## src/rtl/seq_accum_adder.sv

```systemverilog
// seq_accum_adder: sequential accumulator that sums N_OPS operands per
// transaction on top of a one-bit carry seed. Handshake is start / in_valid /
// in_ready, with a one-cycle done pulse when the sum is final.
// Optional feature: define ACCUM_SATURATE_EN to clamp the sum to 2^WIDTH-1
// and flag ovf; without it the full-width sum is produced and ovf stays 0.
module seq_accum_adder #(
  parameter int WIDTH = 3,
  parameter int N_OPS = 8,
  localparam int SW = WIDTH + $clog2(N_OPS) + 1
) (
  input  logic             clk,
  input  logic             rst_n,
  input  logic             start,
  input  logic             c_in,
  input  logic [WIDTH-1:0] a,
  input  logic             in_valid,
  output logic             in_ready,
  output logic [SW-1:0]    sum,
  output logic             done,
  output logic             busy,
  output logic             ovf
);

  // Beat counter is one bit wider than needed so N_OPS-1 always fits,
  // including the N_OPS = 2^k cases.
  localparam int CW = $clog2(N_OPS) + 1;
  localparam logic [CW-1:0] LAST_BEAT = CW'(N_OPS - 1);

  typedef enum logic [1:0] {
    IDLE,
    ACCUM,
    DONE
  } state_t;

  state_t        state_q;
  logic [SW-1:0] acc_q;
  logic [SW-1:0] acc_d;
  logic [CW-1:0] cnt_q;
  logic          done_q;
  logic          busy_q;
  logic          inReady_q;
  logic          ovf_q;
  logic          ovf_d;
  logic [SW-1:0] aExt;
  logic [SW-1:0] rawSum;
  logic          beat;

  assign aExt   = {{(SW-WIDTH){1'b0}}, a};
  assign rawSum = acc_q + aExt;
  assign beat   = in_valid && inReady_q;

`ifdef ACCUM_SATURATE_EN
  localparam logic [SW-1:0] SAT_MAX = SW'((2 ** WIDTH) - 1);

  // Clamp the running total to the operand range and remember that it happened.
  always_comb begin
    acc_d = rawSum;
    ovf_d = ovf_q;
    if (rawSum > SAT_MAX) begin
      acc_d = SAT_MAX;
      ovf_d = 1'b1;
    end
  end
`else
  // Full-width accumulation; SW is sized so the total can never wrap.
  always_comb begin
    acc_d = rawSum;
    ovf_d = 1'b0;
  end
`endif

  // Control FSM with registered handshake/status outputs and the datapath regs.
  always_ff @(posedge clk) begin
    if (!rst_n) begin
      state_q   <= IDLE;
      acc_q     <= '0;
      cnt_q     <= '0;
      done_q    <= 1'b0;
      busy_q    <= 1'b0;
      inReady_q <= 1'b0;
      ovf_q     <= 1'b0;
    end else begin
      case (state_q)
        IDLE: begin
          if (start) begin
            state_q   <= ACCUM;
            acc_q     <= {{(SW-1){1'b0}}, c_in};
            cnt_q     <= '0;
            ovf_q     <= 1'b0;
            busy_q    <= 1'b1;
            inReady_q <= 1'b1;
          end
        end
        ACCUM: begin
          if (beat) begin
            acc_q <= acc_d;
            ovf_q <= ovf_d;
            cnt_q <= cnt_q + CW'(1);
            if (cnt_q == LAST_BEAT) begin
              state_q   <= DONE;
              inReady_q <= 1'b0;
              done_q    <= 1'b1;
            end
          end
        end
        DONE: begin
          state_q <= IDLE;
          done_q  <= 1'b0;
          busy_q  <= 1'b0;
        end
        default: begin
          state_q   <= IDLE;
          done_q    <= 1'b0;
          busy_q    <= 1'b0;
          inReady_q <= 1'b0;
        end
      endcase
    end
  end

  assign sum      = acc_q;
  assign done     = done_q;
  assign busy     = busy_q;
  assign in_ready = inReady_q;
  assign ovf      = ovf_q;

endmodule

```

## config.mk

```make
export PLATFORM = sky130hd
export DESIGN_NAME = seq_accum_adder
export DESIGN_NICKNAME = d
export VERILOG_FILES = /design/src/rtl/seq_accum_adder.sv
export SDC_FILE = /design/constraint.sdc
export NUM_CORES = 1
export LEC_CHECK = 0
export CORE_MARGIN = 2
export CORE_UTILIZATION = 47
export DETAILED_ROUTE_END_ITERATION = 10
export HOLD_SLACK_MARGIN = 0.12
export PLACE_DENSITY_LB_ADDON = 0.1
export RECOVER_POWER = 50
export SLEW_MARGIN = 25
export SYNTH_ARGS = -nofsm -noshare
export SYNTH_HDL_FRONTEND = slang
export SYNTH_SLANG_ARGS = --single-unit
```

## constraint.sdc

```tcl
create_clock -name clk -period 2.4 [get_ports clk]
set_clock_uncertainty 0.15 [all_clocks]
set_input_delay 0.36 -clock clk [delete_from_list [all_inputs] [get_ports clk]]
set_output_delay 0.36 -clock clk [all_outputs]
set_load 0.05 [all_outputs]
```

; ---- Word level (Yosys, flattened, before mapping)
; Index checks and enable logic that the tools add are counted.
[word_totals]
regBits = 17
inputBits = 8
out_inout_bits = 11
[op_classes]
addsub = 2
eq_ne = 6
muxes = 21
n_bitwise = 3
reduce_logical = 8
[op_table]
columns = cell, n
row1 = 2-to-1 mux 7 bit, 2
row2 = one-hot mux 7 bit (2 select lines), 1
row3 = AND reduction 3 bit, 3
row4 = 2-to-1 mux 4 bit, 2
row5 = one-hot mux 4 bit (2 select lines), 1
row6 = adder 7 x 3 -> 7 bit, 1
row7 = 2-to-1 mux 1 bit, 7
row8 = 2-to-1 mux 2 bit, 3
row9 = != test 2 bit (second input constant), 3
row10 = one-hot mux 1 bit (2 select lines), 3
row11 = adder 4 x 1 -> 4 bit (second input constant), 1
row12 = equality test 4 x 3 -> 1 bit (second input constant), 1
row13 = one-hot mux 2 bit (2 select lines), 1
row14 = AND reduction 4 bit, 1
row15 = NOT 1 bit, 3
row16 = one-hot mux 1 bit (3 select lines), 1
row17 = equality test 2 x 1 -> 1 bit (second input constant), 1
row18 = equality test 2 bit (second input constant), 1
row19 = zero test 2 bit, 1
row20 = AND reduction 2 bit, 1
row21 = nonzero test 2 bit, 1
row22 = logical AND 1 bit, 1

; ---- Depth between registers and ports, before layout
; Gate-level depths: netlist of run 1.
[depth]
depth_word = 4
mapped_depth = 7

; ---- Worst setup path before layout of run 1
; Ideal clock, no wire load.
[synth_path]
path_type = register to register
startpoint = register acc_q[0] (netlist: sum[0])
endpoint = register acc_q[6] (netlist: sum[6])
setup_time_ns = 0.060
t_arrival_ns = 2.009
required_time_ns = 2.190
path_slack_ns = 0.181
stages_incl_launch_ff = 8
path_buffers = 0
period_less_slack_ns = 2.219
cell_sequence = dfxtp_1 > ha_1 > inv_1 > fa_1 > nor2b_1 > o21ai_0 > or4_1 > nand2_1
[synth_between]
elab_chain_cells = 3
[synth_lines]
columns = item, line_no
row1 = "start, declared", 36  ; logic [SW-1:0] acc_q;
row2 = "start signal, assigned", 87  ; acc_q <= {{(SW-1){1'b0}}, c_in};
row3 = adder 7 x 3 -> 7 bit, 49  ; assign rawSum = acc_q + aExt;
row4 = 2-to-1 mux 7 bit, 95  ; if (beat) begin
row5 = one-hot mux 7 bit (2 select lines), 83  ; case (state_q)
; No other way between the ends. The select of a mux whose other input is x is not followed.
; A chain may end at the register's enable or synchronous reset.

; ---- Worst setup path in the final report of run 1
[layout_path]
startpoint = input a[0]
endpoint = register acc_q[6] (netlist: sum[6])
[layout_between]
elab_chain_cells = 3
[layout_lines]
columns = item, line_no
row1 = "start, declared", 15  ; input logic [WIDTH-1:0] a,
row2 = adder 7 x 3 -> 7 bit, 49
row3 = 2-to-1 mux 7 bit, 95
row4 = one-hot mux 7 bit (2 select lines), 83
; No other way between the ends. The select of a mux whose other input is x is not followed.

==> results.md, run 1 <==
- Core box area: about 0.0015 sq mm
- Initial antenna violation count: 0
- CTS tree: done
- Hold-fix buffers, CTS: 0
- Die height: 45.21 um
- GPL Wtd Cong: 0.7848
- CP Cell Sequence: dlygate4sd3_1 > ha_1 > inv_1 > fa_1 > nor2b_1 > o21ai_0 > or4_1 > nand2_1
- Cell Rows: 14
- Initial Utilization: 51.79%
- Post-synthesis cell type count: 33
- Grt ovf: 0
- Slowest library cell on the worst path: dlygate4sd3_1
- Die area: between 0.002 and 0.0025 sq mm
- Detail Placement HPWL: around 1200 um
- Sink Count: 16
- EDFF count, synth: 0
- WL/cell: ~12 um
- Fin crit period: 2147 ps
- Synth Area per Inst: a little over 9 sq um
- Slew Limit Fails: 0
- Fillers: ~150
- Ports: 19
- Peak supply drop: between 0.0003 and 0.0004 V
- Final Worst Setup Slack: roughly 250 ps
- Final antenna diode count: 0
- Leakage: between 0.3 and 0.4 nW
- P per Cell Area: approximately 510 mW/mm^2
- Top-count cell post-synth: dfxtp_1
- CP arrival: between 2000 and 2500 ps
- Status: completed
- Final Setup Violations: 0
- Buffers on Ports: 17
- CTS H-tree depth: 1
- Synth cell count leaders: dfxtp_1 (16), a21oi_1 (9), nand2_1 (6)
- Hold Vio Cnt, Final: 0
- Synth area leaders: dfxtp_1 (40%), ha_1 (6.3%), a21oi_1 (5.6%)
- Drt via density: 5.677
- Final setup TNS: 0 ps
- GR Util All Layers: 17.29%
- Starting DRT DRC Count: 7
- Inserted Clock Buffers: 3
- Final Core Density: approximately two thirds
- Final total power: between 500 and 600 uW
- Min Hold Slack: approximately 320 ps
- Worst slew margin: roughly 66%
- Max frequency: between 400 and 500 MHz
- CP max FO: 2
- First-pass GRT wire length: approximately 2500 um
- P&R area growth vs syn: 25.55%
- Total Nets Final: roughly 120
- Worst slew pin tran: between 500 and 600 ps
- CTS resizes: 0
- Max_cap viols: 0
- Wirelength, routed: 1525 um
- Post-synthesis sequential element count: 16
- RSZ-0062 raised after global routing: false
- Startpoint types: input pin
- Top FF cell, synth: dfxtp_1
- Layout cells sized above 1: 4.630%
- Syn Nets: 101
- Worst hold path type: flip-flop to flip-flop
- Worst Setup End Kind: flip-flop
- Die W: 45.21 um
- Largest net degree at the start of global routing: 11
- Area leader, netlist: dfxtp_1
- DRC: 0
- Vias post-DR: 704
- Post-CTS Setup Repair Bufs: 0
- Critical path type: input pin to flip-flop
- Post-route ant nets: 0
- Synthesized cell area: between 700 and 800 sq um
- Asr flop ratio synth: 0%
- Register area share after synthesis: between 40% and 50%
- Root Buffer: clkbuf_4
- CP max stage delay: between 500 and 600 ps
- Clk Latency, worst-skew pair: ~290 ps
- Number of global-route vias before repair: between 500 and 600
- CTS Buffer Depth: 2
- Clock transition at path regs: approximately 90 ps
- Place WS: around 17 ps
- Yosys warns: 0
- Post-synthesis cell count: between 80 and 90
- Post-synth top area share: 40.13%
- Final period utilization: roughly nine tenths
- 1st-pass router iterations: 4
- CP Data Required Time: between 2000 and 3000 ps
==> cells in the final DEF (no fill, tap or decap), types with 4 or more instances in the layout <==
master,synthesis,final
a21oi_1,9,9
o21ai_0,4,4
ha_1,4,4
dfxtp_1,16,16
nor2b_1,4,4
nand2_1,6,6
inv_1,4,4
clkdlybuf4s50_1,0,13
dlygate4sd3_1,0,4
nor2_1,4,4
==> final timing paths <==
check | slack (ps) | end | startpoint | cells past startpoint
worst max-delay path | 250 | sum[6] | a[0] | 8
worst min-delay path | 320 | busy | busy | 2
worst max register to register | 470 | sum[6] | sum[0] | 7
worst min register to register | 320 | busy | busy | 2
==> cell families after synthesis <==
family          Yosys count  synth area share [%]
simple gates             34                 25.23
other cells               1                0.4698
buf+inv                   5                 2.821
fa+ha+maj                 5                 8.778
compound gates           23                 17.87
mux                       2                 2.508
flops                    16                 40.13
xor+xnor                  2                 2.195
==> routing by layer <==
| metal | part of all wire [%] | GRT usage, % |
|---|---|---|
| met3 | 4.3 | 4.800 |
| met5 | 0 | 0 |
| met4 | 3.0 | 10.59 |
| met2 | 42 | 23.43 |
| met1 | 51 | 24.01 |
==> area by class of cell <==
cell class | count | area [sq um] | area share [%]
multi-input combinational | 67 | 450.4 | 44.94
inverter | 4 | 15.01 | 1.498
clock buffer | 3 | 22.52 | 2.247
sequential | 16 | 320.3 | 31.96
tap | 16 | 20.02 | 1.998
timing repair buffer | 18 | 173.9 | 17.35
==> through the flow <==
stage	std cells	area [sq um]
6_report	124	1002
2_1_floorplan	88	798.3
3_3_place_gp	121	988.4
3_5_place_dp	121	988.4
5_1_grt	124	1002
4_1_cts	124	1011
==> power breakdown <==
| part | internal, mW | switching (mW) |
|---|---|---|
| sequential | 0.273 | 0.00712 |
| clock | 0.0585 | 0.0872 |
| combinational | 0.0366 | 0.0538 |
| total | 0.368 | 0.148 |
==> critical path: cells and delay by family <==
| family | cells | cell delay (ps) |
|---|---|---|
| adders and majority gates | 2 | 560 |
| buffers and inverters | 2 | 580 |
| AOI/OAI and AO/OA | 1 | 110 |
| and+or+nand+nor | 3 | 630 |
==> registers in the layout (all words and copies together), names as in the netlist <==
register,count
sum,7
in_ready,1
busy,1
state_q,2
done,1
cnt_q,4
(Power assumes the default switching activity.)
==> inputs of run 2 (changes only) <==
--- a/config.mk
+++ b/config.mk
@@ -11,7 +11,7 @@
 export HOLD_SLACK_MARGIN = 0.12
 export PLACE_DENSITY_LB_ADDON = 0.1
 export RECOVER_POWER = 50
-export SLEW_MARGIN = 25
+export SKIP_LAST_GASP = 1
 export SYNTH_ARGS = -nofsm -noshare
 export SYNTH_HDL_FRONTEND = slang
 export SYNTH_SLANG_ARGS = --single-unit
==> constraint.sdc (replaced) <==
create_clock -name clk -period 2.4 [get_ports clk]
set_clock_uncertainty 0.15 [all_clocks]
set_input_delay 0.36 -clock clk [delete_from_list [all_inputs] [get_ports clk]]
set_output_delay 0.36 -clock clk [all_outputs]
set_load 0.005 [all_outputs]
==> results.md, run 2 (same netlist as run 1, synthesis figures left out) <==
- Status: completed (unchanged)
- Worst reg2reg setup slack: 480 ps (was 470 ps)
- HP Start: busy (unchanged)
- Layout cells sized above 1: 5.556% (was 4.630%)
- Worst Setup End Kind: flip-flop (unchanged)
- Post-route ant nets: 0 (unchanged)
- CP arrival: 2170 ps (was 2240 ps)
- Drt via density: 5.613 (was 5.677)
- Sink Count: 16 (unchanged)
- Hold-fix buffers, CTS: 0 (unchanged)
- CP max stage delay: 460 ps (was 530 ps)
- Reg2Reg Capture Point: sum[6] (unchanged)
- Final antenna diode count: 0 (unchanged)
- Worst hold endpoint: busy (unchanged)
- CTS resizes: 0 (unchanged)
- Post-route cell area: 0.001007 sq mm (was 0.001002 sq mm)
- Number of global-route vias before repair: 590 (unchanged)
- Starting DRT DRC Count: 7 (unchanged)
- CTS Buffer Depth: 2 (unchanged)
- Vias post-DR: 696 (was 704)
- Sequential Area: 320.3 sq um (unchanged)
- 1st-pass router iterations: 4 (unchanged)
- Die height: 45.21 um (unchanged)
- Core box area: 0.001541 sq mm (unchanged)
- RSZ-0062 raised after global routing: false (unchanged)
- Cell count of the worst reg-to-reg path: 7 (unchanged)
- Total Nets Final: 123 (unchanged)
- Clock transition at path regs: 90 ps (about the same)
- Initial antenna violation count: 0 (unchanged)
- Peak supply drop: 0.0003055 V (was 0.0003109 V)
- Fin crit period: 2082 ps (was 2147 ps)
- CP bufs+invs: 2 (unchanged)
- Slowest library cell on the worst path: clkdlybuf4s50_1 (was dlygate4sd3_1)
- Buffers on Ports: 17 (unchanged)
- Final total power: 493.0 uW (was 515.9 uW)
- First-pass GRT wire length: 2477 um (unchanged)
- Leakage: 0.4147 nW (was 0.3948 nW)
- Final Setup Violations: 0 (unchanged)
- P per Cell Area: 489.4 mW/mm^2 (was 514.8 mW/mm^2)
- Cell Rows: 14 (unchanged)
- CP Cell Sequence: clkdlybuf4s50_1 > ha_1 > inv_1 > fa_1 > nor2b_1 > o21ai_0 > or4_1 > nand2_1 (was dlygate4sd3_1 > ha_1 > inv_1 > fa_1 > nor2b_1 > o21ai_0 > or4_1 > nand2_1)
- Area of the multi-input gates: 455.4 sq um (was 450.4 sq um)
- Slew Limit Fails: 0 (unchanged)
- Critical path type: input pin to flip-flop (unchanged)
- Final setup TNS: 0 ps (unchanged)
- Startpoint types: input pin (unchanged)
- CP max FO: 2 (unchanged)
- GR Util All Layers: 17.29% (unchanged)
- R2R Path Start: sum[0] (unchanged)
- WL/cell: 12.54 um (was 12.30 um)
- CTS tree: done (unchanged)
- Worst Hold Depth: 2 (unchanged)
- Detail Placement HPWL: 1178 um (unchanged)
- CTS H-tree depth: 1 (unchanged)
- Final period utilization: 86.73% (was 89.45%)
- GPL Wtd Cong: 0.7848 (unchanged)
- Crit path depth: 8 (unchanged)
- Max frequency: 480.4 MHz (was 465.8 MHz)
- DRC: 0 (unchanged)
- Wirelength, routed: 1555 um (was 1525 um)
- Max reg flops: 7 (unchanged)
- Post-DP Area: 988.4 sq um (unchanged)
- Inserted Clock Buffers: 3 (unchanged)
- Worst hold path type: flip-flop to flip-flop (unchanged)
- CP Data Required Time: 2490 ps (was 2500 ps)
- Cell family with most CP delay: simple AND/OR/NAND/NOR gates (unchanged)
- Grt ovf: 0 (unchanged)
- Initial Utilization: 51.79% (unchanged)
- Post-CTS Setup Repair Bufs: 0 (unchanged)
- Most common cell after layout, fill and taps aside: dfxtp_1 (unchanged)
- Clk Latency, worst-skew pair: 290 ps (about the same)
- Max_cap viols: 0 (unchanged)
- Fillers: 146 (unchanged)
- Die area: 0.002044 sq mm (unchanged)
- Ports: 19 (unchanged)
- P&R area growth vs syn: 26.18% (was 25.55%)
- Hold Vio Cnt, Final: 0 (unchanged)
- Root Buffer: clkbuf_4 (unchanged)
- Most frequent cells in the layout: dfxtp_1 (16), clkdlybuf4s50_1 (10), a21oi_1 (9) (was dfxtp_1 (16), clkdlybuf4s50_1 (13), a21oi_1 (9))
- Largest net degree at the start of global routing: 11 (unchanged)
- Die W: 45.21 um (unchanged)
-- run 2: layout make-up --
type,instances,share of cell area (%)
clock buffers,3,2.236
inverters,4,1.491
repair buffers,18,17.27
flip-flops and latches,16,31.80
multi-input cells,67,45.22
well taps,16,1.988
-- run 2: layer usage --
metal  vias to the layer above  wire, um  part of all wire, %  track usage (%)
met3                         4        49                  3.2            4.800
met1                       318       822                   53            24.01
met4                         0        30                  1.9            10.59
li1                        357         -                    -                -
met2                        17       652                   42            23.43
met5                         -         0                    0                0
-- run 2: worst max path at each step --
stage / from / slack (ps) / to
2_1_floorplan: sum[0] / 580 / sum[6]
3_3_place_gp: a[0] / 50 / sum[6]
3_5_place_dp: a[0] / 20 / sum[6]
4_1_cts: a[0] / 330 / sum[6]
5_1_grt: a[0] / 220 / sum[6]
6_report: a[0] / 320 / sum[6]
-- run 2: worst min-delay path, stage by stage, from the launching register on --
cell and delay, ps:
dfxtp_1 330, a21oi_1 40, nor2_1 70
-- run 2: stage by stage --
| step | util, % | instances | setup slack, ps | hold slack, ps |
|---|---|---|---|---|
| detailed placement | 64.12 | 121 | 16.96 | 314.5 |
| finish | 65.34 | 124 | 318.4 | 320.1 |
| CTS | 65.58 | 124 | 333.7 | 334.8 |
| global placement | 64.12 | 121 | 48.36 | 306.1 |
| floorplan | - | 88 | 584.5 | 298.1 |
| global route | 65.34 | 124 | 221.8 | 340.9 |
-- run 2: where the power goes --
| group | switching [mW] | internal, mW |
|---|---|---|
| Combinational | 0.0327 | 0.0362 |
| Sequential | 0.00709 | 0.273 |
| Clock | 0.0858 | 0.0584 |
==> inputs of run 3 (changes only) <==
--- a/config.mk
+++ b/config.mk
@@ -9,7 +9,7 @@
 export CORE_UTILIZATION = 47
 export DETAILED_ROUTE_END_ITERATION = 10
 export HOLD_SLACK_MARGIN = 0.12
-export PLACE_DENSITY_LB_ADDON = 0.1
+export PLACE_DENSITY = 0.85
 export RECOVER_POWER = 50
 export SKIP_LAST_GASP = 1
 export SYNTH_ARGS = -nofsm -noshare
==> results.md, run 3 (same netlist as run 1, synthesis figures left out) <==
- CTS resizes: 0 (unchanged)
- Initial Utilization: 51.79% (unchanged)
- Fin crit period: 2109 ps (was 2082 ps)
- Inserted Clock Buffers: 3 (unchanged)
- Grt ovf: 0 (unchanged)
- Detail Placement HPWL: 1285 um (was 1178 um)
- Core box area: 0.001541 sq mm (unchanged)
- First-pass GRT wire length: 2766 um (was 2477 um)
- P per Cell Area: 481.5 mW/mm^2 (was 489.4 mW/mm^2)
- Max_cap viols: 0 (unchanged)
- 1st-pass router iterations: 4 (unchanged)
- Placed cells: 120 (was 121)
- Final antenna diode count: 0 (unchanged)
- Most frequent cells in the layout: dfxtp_1 (16), a21oi_1 (9), dlygate4sd3_1 (9) (was dfxtp_1 (16), clkdlybuf4s50_1 (10), a21oi_1 (9))
- CTS tree: done (unchanged)
- P&R area growth vs syn: 25.70% (was 26.18%)
- Final period utilization: 87.88% (was 86.73%)
- Post-route ant nets: 0 (unchanged)
- Starting DRT DRC Count: 21 (was 7)
- Clk Latency, worst-skew pair: 270 ps (was 290 ps)
- Buffers on Ports: 17 (unchanged)
- Die height: 45.21 um (unchanged)
- Wirelength, routed: 1667 um (was 1555 um)
- CP arrival: 2170 ps (about the same)
- Peak supply drop: 0.0002659 V (was 0.0003055 V)
- DRC: 0 (unchanged)
- Die area: 0.002044 sq mm (unchanged)
- Layout cells sized above 1: 5.607% (was 5.556%)
- Total Nets Final: 122 (was 123)
- Cell Rows: 14 (unchanged)
- Post-DP Area: 980.9 sq um (was 988.4 sq um)
- Vias post-DR: 730 (was 696)
- GR Util All Layers: 18.53% (was 17.29%)
- Drt via density: 5.935 (was 5.613)
- Post-route cell area: 0.001003 sq mm (was 0.001007 sq mm)
- Number of global-route vias before repair: 666 (was 590)
- Ports: 19 (unchanged)
- WL/cell: 13.55 um (was 12.54 um)
- Critical path type: input pin to flip-flop (unchanged)
- Post-route insts no fill: 123 (was 124)
- Final Setup Violations: 0 (unchanged)
- CTS H-tree depth: 1 (unchanged)
- Final setup TNS: 0 ps (unchanged)
- Root Buffer: clkbuf_4 (unchanged)
- CP max FO: 2 (unchanged)
- Most common cell after layout, fill and taps aside: dfxtp_1 (unchanged)
- CTS Buffer Depth: 2 (unchanged)
- Hold Vio Cnt, Final: 0 (unchanged)
- Sink Count: 16 (unchanged)
- Final total power: 483.1 uW (was 493.0 uW)
- GPL Wtd Cong: 0.7649 (was 0.7848)
- RSZ-0062 raised after global routing: false (unchanged)
- Initial antenna violation count: 0 (unchanged)
- Worst Setup End Kind: flip-flop (unchanged)
- Startpoint types: input pin (unchanged)
- Post-CTS Setup Repair Bufs: 0 (unchanged)
- Status: completed (unchanged)
- Die W: 45.21 um (unchanged)
- Max frequency: 474.1 MHz (was 480.4 MHz)
- Largest net degree at the start of global routing: 11 (unchanged)
- Max reg flops: 7 (unchanged)
- Clock transition at path regs: 90 ps (about the same)
- Slew Limit Fails: 0 (unchanged)
- CP Data Required Time: 2460 ps (was 2490 ps)
- Worst hold path type: flip-flop to flip-flop (unchanged)
- Leakage: 0.4224 nW (was 0.4147 nW)
- Hold-fix buffers, CTS: 0 (unchanged)
## run 3: cell count changes in the layout (fill, tap and decap cells not counted)
| cell | before | now |
|---|---|---|
| clkdlybuf4s50_1 | 10 | 8 |
| dlygate4sd3_1 | 7 | 9 |
| clkbuf_1 | 1 | 0 |
| or2_0 | 1 | 0 |
| or2_1 | 0 | 1 |
## run 3: final timing paths
kind	from	to	slack, ps	depth (start not counted)
min	busy	busy	330	2
min reg2reg	busy	busy	330	2
max reg2reg	sum[0]	sum[4]	450	7
max	a[0]	sum[4]	290	8
## run 3: final cells by class
cell class              count  area, sq um
fillers                   133        538.0
multi-input cells          67        455.4
flip-flops and latches     16        320.3
repair buffers             17        170.2
clock buffers               3        22.52
well taps                  16        20.02
inverters                   4        15.01
## run 3: per-layer routing
layer / vias up / GRT usage (%) / routed length, um
met1: 351 / 24.26 / 769
li1: 355 / - / -
met3: 4 / 4.000 / 59
met5: - / 0 / 0
met4: 0 / 10.59 / 18
met2: 20 / 28.00 / 820
## run 3: where the power goes
| part | internal, mW | switching [mW] | leakage [nW] |
|---|---|---|---|
| Sequential | 0.273 | 0.00763 | 0.130 |
| Combinational | 0.0361 | 0.0334 | 0.278 |
| Clock | 0.0580 | 0.0754 | 0.0138 |
| Total | 0.367 | 0.116 | 0.422 |
## run 3: critical path, stage by stage
cell and delay [ps]:
clkdlybuf4s50_1 460, ha_1 150, inv_1 50, fa_1 400, nor2b_1 150, o21ai_0 130
or3_1 330, a21oi_1 140
## run 3: metrics by stage
step	hold WS, ps	setup slack [ps]	utilization (%)
6_report	327.1	291.0	65.10
2_1_floorplan	298.1	584.5	-
4_1_cts	340.7	290.8	65.10
5_1_grt	349.7	206.3	65.10
3_5_place_dp	322.1	5.682	63.64
3_3_place_gp	301.1	69.57	63.64
